$ cat src/rtl/id_hazard_ctrl.sv
// Decode-stage register scoreboard: tracks pending long-latency writes, stalls on
// RAW/WAW/capacity hazards, counts stall cycles and flags stalls that never clear.
module id_hazard_ctrl #(
   parameter int unsigned REG_NUM         = 32,
   parameter int unsigned RADDR_WIDTH     = 5,
   parameter int unsigned MAX_OUTSTANDING = 4,
   parameter bit          BYPASS          = 1'b1,
   parameter int unsigned CNT_WIDTH       = 32,
   parameter int unsigned TIMEOUT         = 255,
   localparam int unsigned OUT_WIDTH      = $clog2(MAX_OUTSTANDING) + 1,
   localparam int unsigned WD_WIDTH       = $clog2(TIMEOUT + 1)
) (
   input  logic                   clk,
   input  logic                   rst_n,
   input  logic                   id_valid_i,
   input  logic [RADDR_WIDTH-1:0] reg1_raddr_i,
   input  logic                   reg1_re_i,
   input  logic [RADDR_WIDTH-1:0] reg2_raddr_i,
   input  logic                   reg2_re_i,
   input  logic                   reg_we_i,
   input  logic [RADDR_WIDTH-1:0] reg_waddr_i,
   input  logic                   long_i,
   input  logic                   flush_i,
   input  logic                   wb_we_i,
   input  logic [RADDR_WIDTH-1:0] wb_waddr_i,
   output logic                   stall_o,
   output logic                   issue_o,
   output logic [REG_NUM-1:0]     busy_o,
   output logic [OUT_WIDTH-1:0]   outstanding_o,
   output logic [CNT_WIDTH-1:0]   stall_cnt_o,
   output logic                   hazard_err_o
);

   typedef enum logic {StRun, StStalled} wd_state_e;

   logic [REG_NUM-1:0]   busy_q, busy_d;
   logic [REG_NUM-1:0]   wb_onehot, ebusy;
   logic [OUT_WIDTH-1:0] outstanding_q, outstanding_d;
   logic [CNT_WIDTH-1:0] stall_cnt_q;
   logic [WD_WIDTH-1:0]  wd_cnt_q;
   wd_state_e            wd_state_q;
   logic                 hazard_err_q;
   logic                 wb_clr, set_en, full, hazard, active;

   always_comb begin
      wb_onehot = '0;
      if (wb_we_i) wb_onehot[wb_waddr_i] = 1'b1;
   end

   // With write-through, the register being written back this cycle is already readable.
   assign ebusy  = BYPASS ? (busy_q & ~wb_onehot) : busy_q;
   assign wb_clr = wb_we_i & busy_q[wb_waddr_i];
   assign full   = (outstanding_q == OUT_WIDTH'(MAX_OUTSTANDING));

   assign hazard = (reg1_re_i & ebusy[reg1_raddr_i])
                 | (reg2_re_i & ebusy[reg2_raddr_i])
                 | (reg_we_i & ebusy[reg_waddr_i])
                 | (reg_we_i & long_i & (reg_waddr_i != '0) & full & ~wb_clr);

   assign active  = id_valid_i & ~flush_i;
   assign stall_o = active & hazard;
   assign issue_o = active & ~hazard;
   assign set_en  = issue_o & reg_we_i & long_i & (reg_waddr_i != '0);

   // Clear before set so a same-register set/clear leaves the bit set.
   always_comb begin
      busy_d = busy_q;
      if (wb_clr) busy_d[wb_waddr_i] = 1'b0;
      if (set_en) busy_d[reg_waddr_i] = 1'b1;
   end

   always_comb begin
      outstanding_d = outstanding_q;
      unique case ({set_en, wb_clr})
         2'b10:   outstanding_d = outstanding_q + OUT_WIDTH'(1);
         2'b01:   outstanding_d = outstanding_q - OUT_WIDTH'(1);
         default: outstanding_d = outstanding_q;
      endcase
   end

   always_ff @(posedge clk or negedge rst_n) begin
      if (!rst_n) begin
         busy_q        <= '0;
         outstanding_q <= '0;
         stall_cnt_q   <= '0;
      end else begin
         busy_q        <= busy_d;
         outstanding_q <= outstanding_d;
         if (stall_o && (stall_cnt_q != '1)) stall_cnt_q <= stall_cnt_q + CNT_WIDTH'(1);
      end
   end

   // Watchdog: counts consecutive stall cycles; the error is sticky until reset.
   always_ff @(posedge clk or negedge rst_n) begin
      if (!rst_n) begin
         wd_state_q   <= StRun;
         wd_cnt_q     <= '0;
         hazard_err_q <= 1'b0;
      end else begin
         unique case (wd_state_q)
            StRun: begin
               if (stall_o) begin
                  wd_state_q <= StStalled;
                  wd_cnt_q   <= WD_WIDTH'(1);
                  if (TIMEOUT <= 1) hazard_err_q <= 1'b1;
               end
            end
            StStalled: begin
               if (!stall_o) begin
                  wd_state_q <= StRun;
                  wd_cnt_q   <= '0;
               end else begin
                  if (wd_cnt_q != WD_WIDTH'(TIMEOUT)) wd_cnt_q <= wd_cnt_q + WD_WIDTH'(1);
                  if (wd_cnt_q >= WD_WIDTH'(TIMEOUT - 1)) hazard_err_q <= 1'b1;
               end
            end
            default: wd_state_q <= StRun;
         endcase
      end
   end

   assign busy_o        = busy_q;
   assign outstanding_o = outstanding_q;
   assign stall_cnt_o   = stall_cnt_q;
   assign hazard_err_o  = hazard_err_q;

endmodule
$ cat config.mk
export PLATFORM = sky130hd
export DESIGN_NAME = id_hazard_ctrl
export DESIGN_NICKNAME = d
export VERILOG_FILES = /design/src/rtl/id_hazard_ctrl.sv
export SDC_FILE = /design/constraint.sdc
export NUM_CORES = 1
export LEC_CHECK = 0
export CORE_MARGIN = 3
export CORE_UTILIZATION = 55
export DETAILED_ROUTE_END_ITERATION = 8
export DONT_BUFFER_PORTS = 1
export PLACE_DENSITY = 0.71
export SYNTH_ARGS = -nofsm -noshare
export SYNTH_HDL_FRONTEND = slang
export SYNTH_SLANG_ARGS = --single-unit
export TNS_END_PERCENT = 5
$ cat constraint.sdc
create_clock -name clk -period 7.5 [get_ports clk]
set_clock_uncertainty 0.15 [all_clocks]
set_input_delay 1.125 -clock clk [delete_from_list [all_inputs] [get_ports clk]]
set_output_delay 1.125 -clock clk [all_outputs]
set_load 0.005 [all_outputs]
==> results of run 1 <==
==> flip-flops by register name (all words and copies together) (netlist names) <==
register and cells:
busy_o 32, stall_cnt_o 32, wd_cnt_q 8, outstanding_o 3
hazard_err_o 1, wd_state_q 1
==> worst min path at each step <==
stage	startpoint	end	slack [ps]
global placement	hazard_err_o$_DFFE_PN0P_	hazard_err_o$_DFFE_PN0P_	350
detailed placement	hazard_err_o$_DFFE_PN0P_	hazard_err_o$_DFFE_PN0P_	350
finish	rst_n	busy_o[29]$_DFF_PN0_	310
global route	rst_n	busy_o[29]$_DFF_PN0_	300
CTS	rst_n	busy_o[23]$_DFF_PN0_	300
floorplan	hazard_err_o$_DFFE_PN0P_	hazard_err_o$_DFFE_PN0P_	320
==> placed cells by master (no fill, tap or decap), types with 4 or more instances in the layout <==
| cell | synthesis | final |
|---|---|---|
| dfrtp_1 | 77 | 77 |
| o21ai_0 | 42 | 42 |
| xnor2_1 | 35 | 35 |
| nand2_1 | 32 | 32 |
| nand4_1 | 29 | 29 |
| o21ai_1 | 23 | 23 |
| nand3_1 | 23 | 23 |
| nor2_1 | 22 | 22 |
| mux2i_1 | 21 | 21 |
| and3_1 | 18 | 18 |
| mux2_2 | 14 | 14 |
| inv_1 | 13 | 13 |
| o31ai_1 | 12 | 12 |
| mux4_2 | 10 | 10 |
| nor3_1 | 9 | 9 |
| nor2b_1 | 9 | 9 |
| a311oi_1 | 9 | 9 |
| clkbuf_8 | 0 | 9 |
| a22oi_1 | 8 | 8 |
| nand4b_1 | 7 | 7 |
| and2_1 | 7 | 7 |
| nand2b_1 | 6 | 6 |
| o211ai_1 | 6 | 6 |
| a21oi_1 | 6 | 6 |
| nor3b_1 | 6 | 6 |
| o311ai_0 | 5 | 5 |
| xor2_1 | 4 | 4 |
| o2111ai_1 | 4 | 4 |
| ha_1 | 4 | 4 |
| bufinv_16 | 0 | 4 |
==> layout make-up <==
type | count | area share
clock buffers | 9 | 0.02210
clock inverters | 7 | 0.02455
inverters | 14 | 0.009821
multi-input cells | 435 | 0.5710
flip-flops and latches | 77 | 0.3438
well taps | 129 | 0.02879
==> metal layers <==
metal	track usage	part of all wire
met1	0.3547	0.39
met2	0.4528	0.47
met3	0.07350	0.10
met4	0.1378	0.034
met5	0	0
==> Yosys cell counts, types with 10 or more instances <==
master and instances:
o21ai_0 42, nand2_1 32, buf_2 12, and3_1 18, xnor2_1 35, mux4_2 10, inv_1 13, nand4_1 29
dfrtp_1 77, nand3_1 23, o21ai_1 23, o31ai_1 12, mux2_2 14, clkbuf_1 16, mux2i_1 21, nor2_1 22
==> critical path, delay by kind of cell <==
family	cells	cell delay, ps
simple gates	3	710
compound gates	4	1680
buf+inv	1	200
==> kinds of logic (layout without fill, tap and decap cells) <==
group           after synthesis  in the layout
flops                        77             77
xor+xnor                     40             40
buf+inv                      51             30
compound gates              147            147
simple gates                197            197
fa+ha+maj                     5              5
mux                          46             46
==> stage by stage <==
step | total power (W) | util | instance area [um^2]
3_3_place_gp | 0.0006435 | 0.5702 | 5344
5_1_grt | 0.001094 | 0.5981 | 5605
3_5_place_dp | 0.0006494 | 0.5702 | 5344
2_1_floorplan | 0.0006242 | - | 5393
6_report | 0.001057 | 0.5981 | 5605
4_1_cts | 0.001057 | 0.5981 | 5605
==> power by group through the flow <==
stage               Sequential, W  Combinational (W)  Clock [W]
finish                   0.000494           0.000150   0.000413
floorplan                0.000485           0.000139          0
global route             0.000498           0.000164   0.000432
global placement         0.000500           0.000144          0
detailed placement       0.000501           0.000148          0
CTS                      0.000493           0.000149   0.000414
==> flow_summary.yaml, run 1 <==
run_status:
  status: "finished clean"
clock_network:
  cts_tree: "yes"
  insertion_delay_ps: 360
  holdBufCountCts: 0
  post_cts_buffers: 0
  cts_max_level: 3
  clk_pin_slew_ps: 80
  cts-root-buf: "clkbuf_8"
  cts_resized: 0
  numCtsBuffers: 9
  clock_sinks: 77
  cts_buffer_depth: 2
critical_path:
  max_stage_delay_ps: 710
  cp.required_ps: 6220
  cp_cell_sequence: "nand4b_1 -> o21ai_0 -> nand3_1 -> and3_1 -> a31o_2 -> o21ai_0 -> a31o_2 -> inv_4"
  worst-r2r-cell-count: 14
  rr_startpoint: "busy_o[7]$_DFF_PN0_"
  critPathLaunchType: "input port"
  r2r-end: "outstanding_o[2]$_DFFE_PN0P_"
  worst-setup-path-type: "input port to output port"
  crit_arrival_ps: 3720
  cp_slowest_cell: "o21ai_0"
  r2r_slack_ps: 3830
  endpoint_kind: "output port"
  crit_path_end: "stall_o"
  critPathMaxFanout: 43
  crit_path_start: "wb_waddr_i[4]"
synthesis:
  synth.distinct_cells: 78
  yosys.area_share.xor_xnor: 0.06636
  synth_area_leaders: "dfrtp_1, xnor2_1, mux4_2, mux2i_1, o21ai_0"
  synth_top_area_share: 0.3573
  synth_simple_gate_area_frac: 0.2174
  ys_ff_latch: 77
  synth-compound-area-share: 0.1847
  ys_warn_count: 0
  synthesis.area_um2: 5393
  syn_inst: 563
  synth_top_family_by_area: "simple AND/OR/NAND/NOR gates"
  synth_edf_count: 0
  async_reset_ff_frac: 1.000
  syn_avg_cell_area_um2: 9.578
  muxShareOfSynthArea: 0.1121
  seq_area_frac_synth: 0.3573
  ys.flop_type: "dfrtp_1"
  synthAdderAreaFrac: 0.01299
  synth.net_count: 597
  synth_largest_area_cell: "dfrtp_1"
die:
  start_util: 0.5754
  die_h_um: 105.0
  num_rows: 35
  core_um2: 9371
  dieArea_um2: 11030
  die_w_um: 105.0
  io_pins: 99
route:
  drcViolationCount: 0
  drtIter0Drc: 456
  drtAntennaViolNets: 0
  finalWirelength_um: 16010
  via_per_inst: 6.987
  wl_per_cell_um: 23.86
  vias: 4688
  drt_pass1_iterations: 5
sta:
  drv_slew: 0
  setup_viol: 0
  fin_setup_tns_ps: 0
  hold_viol: 0
  rsz0062_at_grt: "false"
  fin_ws_ps: 2504
  whs_ps: 306.6
  period_share: 0.6662
  fin_crit_ps: 4996
  max_freq_mhz: 200.2
  worst_pin_slew_ps: 983.7
  slew_headroom: 0.3417
pwr:
  pwr_density_cell_nw_per_um2: 188.5
  power_leakage_nw: 2.179
  comb_power_share: 0.142
  internal_power_w: 0.0007656
  pwr-share-clk: 0.391
  pwr-share-seq: 0.467
  switchingPower_w: 0.0002910
  ir_drop_mv: 0.1770
  swShare: 0.2754
grt:
  grt_pass1_vias: 4627
  track_usage: 0.2826
  grt_pass1_wl_um: 24960
  antenna_found_initial: 0
  grt_max_degree: 78
  grt_overflow_total: 0
final_layout:
  antenna-diode-count: 0
  fin_cells: 671
  syn_to_final_growth_pct: 3.944
  regArea_um2: 1927
  drive_gt1_frac: 0.1107
  fin_nets: 571
  nFillCells: 842
  multi_input_area_um2: 3201
job:
  max-cap-violations: 0
place:
  hpwl_um: 11610
  pre_cts_ws_ps: 2614
  placed_cells: 655
  place_congestion: 0.9960
  portBuffers: 0
hold_path:
  hp-class: "input port to async pin"
No activity file was read; power rests on OpenSTA's default activity.
==> run 2: changes to the inputs <==
==> constraint.sdc (replaced) <==
create_clock -name clk -period 4.6 [get_ports clk]
set_clock_uncertainty 0.15 [all_clocks]
set_input_delay 0.69 -clock clk [delete_from_list [all_inputs] [get_ports clk]]
set_output_delay 0.69 -clock clk [all_outputs]
set_load 0.005 [all_outputs]
==> run 2 against run 1 <==
Compared with the run above: cell count up 1.3%; core utilization about the same; routed wire length down 1.2%.
==> flow_summary.yaml, run 2 (synthesis gave the netlist of run 1 again) <==
final_layout:
  mostFrequentLayoutCells: "dfrtp_1, o21ai_0, xnor2_1, nand2_1, nand4_1"
  fin_cells: 680
  fin_nets: 580
  mostFrequentLayoutCell: "dfrtp_1"
  drive_gt1_frac: 0.1234
  antenna-diode-count: 0
  final_util: 0.5980
  syn_to_final_growth_pct: 3.921
place:
  hpwl_um: 11610
  portBuffers: 0
  place_congestion: 1.025
  placed_cells: 663
critical_path:
  critPathMaxFanout: 43
  cp.required_ps: 3760
  worst-setup-path-type: "input port to output port"
  critPathLaunchType: "input port"
  crit_arrival_ps: 3170
  endpoint_kind: "output port"
clock_network:
  cts_tree: "yes"
  numCtsBuffers: 9
  clk_pin_slew_ps: 90
  insertion_delay_ps: 350
  clock_sinks: 77
  cts_resized: 0
  cts-root-buf: "clkbuf_8"
  cts_buffer_depth: 2
  cts_max_level: 3
die:
  core_um2: 9371
  die_w_um: 105.0
  die_h_um: 105.0
  start_util: 0.5754
  num_rows: 35
  io_pins: 99
  dieArea_um2: 11030
sta:
  rsz0062_at_grt: "false"
  drv_slew: 0
  worst_pin_slew_ps: 1056
  hold_viol: 0
  fin_crit_ps: 4006
  period_share: 0.8708
  fin_setup_tns_ps: 0
  slew_headroom: 0.2936
  max_freq_mhz: 249.6
  setup_viol: 0
pwr:
  pwr_density_cell_nw_per_um2: 272.4
  ir_drop_mv: 0.2486
  power_leakage_nw: 2.175
  p_total_w: 0.001527
grt:
  grt_pass1_wl_um: 25420
  antenna_found_initial: 0
  track_usage: 0.2865
  grt_pass1_vias: 4682
  grt_overflow_total: 0
  grt_max_degree: 78
route:
  wl_per_cell_um: 23.27
  vias: 4802
  via_per_inst: 7.062
  drtAntennaViolNets: 0
  finalWirelength_um: 15820
  drtIter0Drc: 486
  drt_pass1_iterations: 6
  drcViolationCount: 0
job:
  max-cap-violations: 0
hold_path:
  hp-class: "input port to async pin"
run_status:
  status: "finished clean"
==> run 2: cell types whose count changed in the layout (fill, tap and decap cells not counted), sizes merged <==
cell / before / now
buf: 0 / 9
bufinv: 4 / 0
clkinvlp: 1 / 3
inv: 14 / 16
clkbuf: 9 / 10
clkinv: 2 / 1
==> run 2: final cells by class <==
type	instances	area, um^2
multi-input combinational	435	3201
inverter	14	55.05
timing repair buffer	9	87.58
tap	129	161.4
sequential	77	1927
clock buffer	10	127.6
clock inverter	6	45.04
fill	816	3767
==> run 2: what timing repair did <==
action | 4_1_cts | 5_1_grt
hold buffers | 1 | 0
buffers inserted | 0 | 0
hold endpoints to repair | 77 | 0
==> run 2: per-stage QoR <==
step           cell area [um^2]  hold WS (ps)  setup WS, ps
6_report                   5604         48.74         594.3
3_3_place_gp               5404         245.9         498.5
3_5_place_dp               5404         245.6         477.9
5_1_grt                    5604         60.25         483.4
4_1_cts                    5604         70.70         662.7
2_1_floorplan              5393         244.4         843.5
==> run 2: critical path, cell delays in order <==
cell and delay (ps):
or4b_1 700, o21ai_2 260, a21oi_1 90, or3b_1 380, o2111a_1 130, a32oi_1 310, a31o_2 380, inv_4 220
==> run 2: path summary, 6_finish.rpt <==
check / from / endpoint / slack (ps) / depth (start not counted)
max in group asynchronous: rst_n / stall_cnt_o[2]$_DFFE_PN0P_ / 3900 / 1
worst max-delay path: wb_waddr_i[1] / stall_o / 590 / 8
min in group clk: reg_waddr_i[1] / busy_o[9]$_DFF_PN0_ / 280 / 1
worst min-delay path: rst_n / busy_o[9]$_DFF_PN0_ / 50 / 1
worst max register to register: busy_o[2]$_DFF_PN0_ / outstanding_o[2]$_DFFE_PN0P_ / 930 / 14
worst min register to register: hazard_err_o$_DFFE_PN0P_ / hazard_err_o$_DFFE_PN0P_ / 360 / 1
==> run 2: metal layers <==
| layer | vias up | track usage | part of all wire |
|---|---|---|---|
| li1 | 2115 | - | - |
| met1 | 2356 | 0.3705 | 0.39 |
| met2 | 269 | 0.4271 | 0.46 |
| met3 | 62 | 0.09759 | 0.11 |
| met4 | 0 | 0.1453 | 0.046 |
| met5 | - | 0 | 0 |
==> run 2: report_power, final <==
| part | switching [W] | internal [W] |
|---|---|---|
| Clock | 0.000260 | 0.000199 |
| Sequential | 0.0000799 | 0.000726 |
| Combinational | 0.000146 | 0.000115 |
| Total | 0.000487 | 0.00104 |
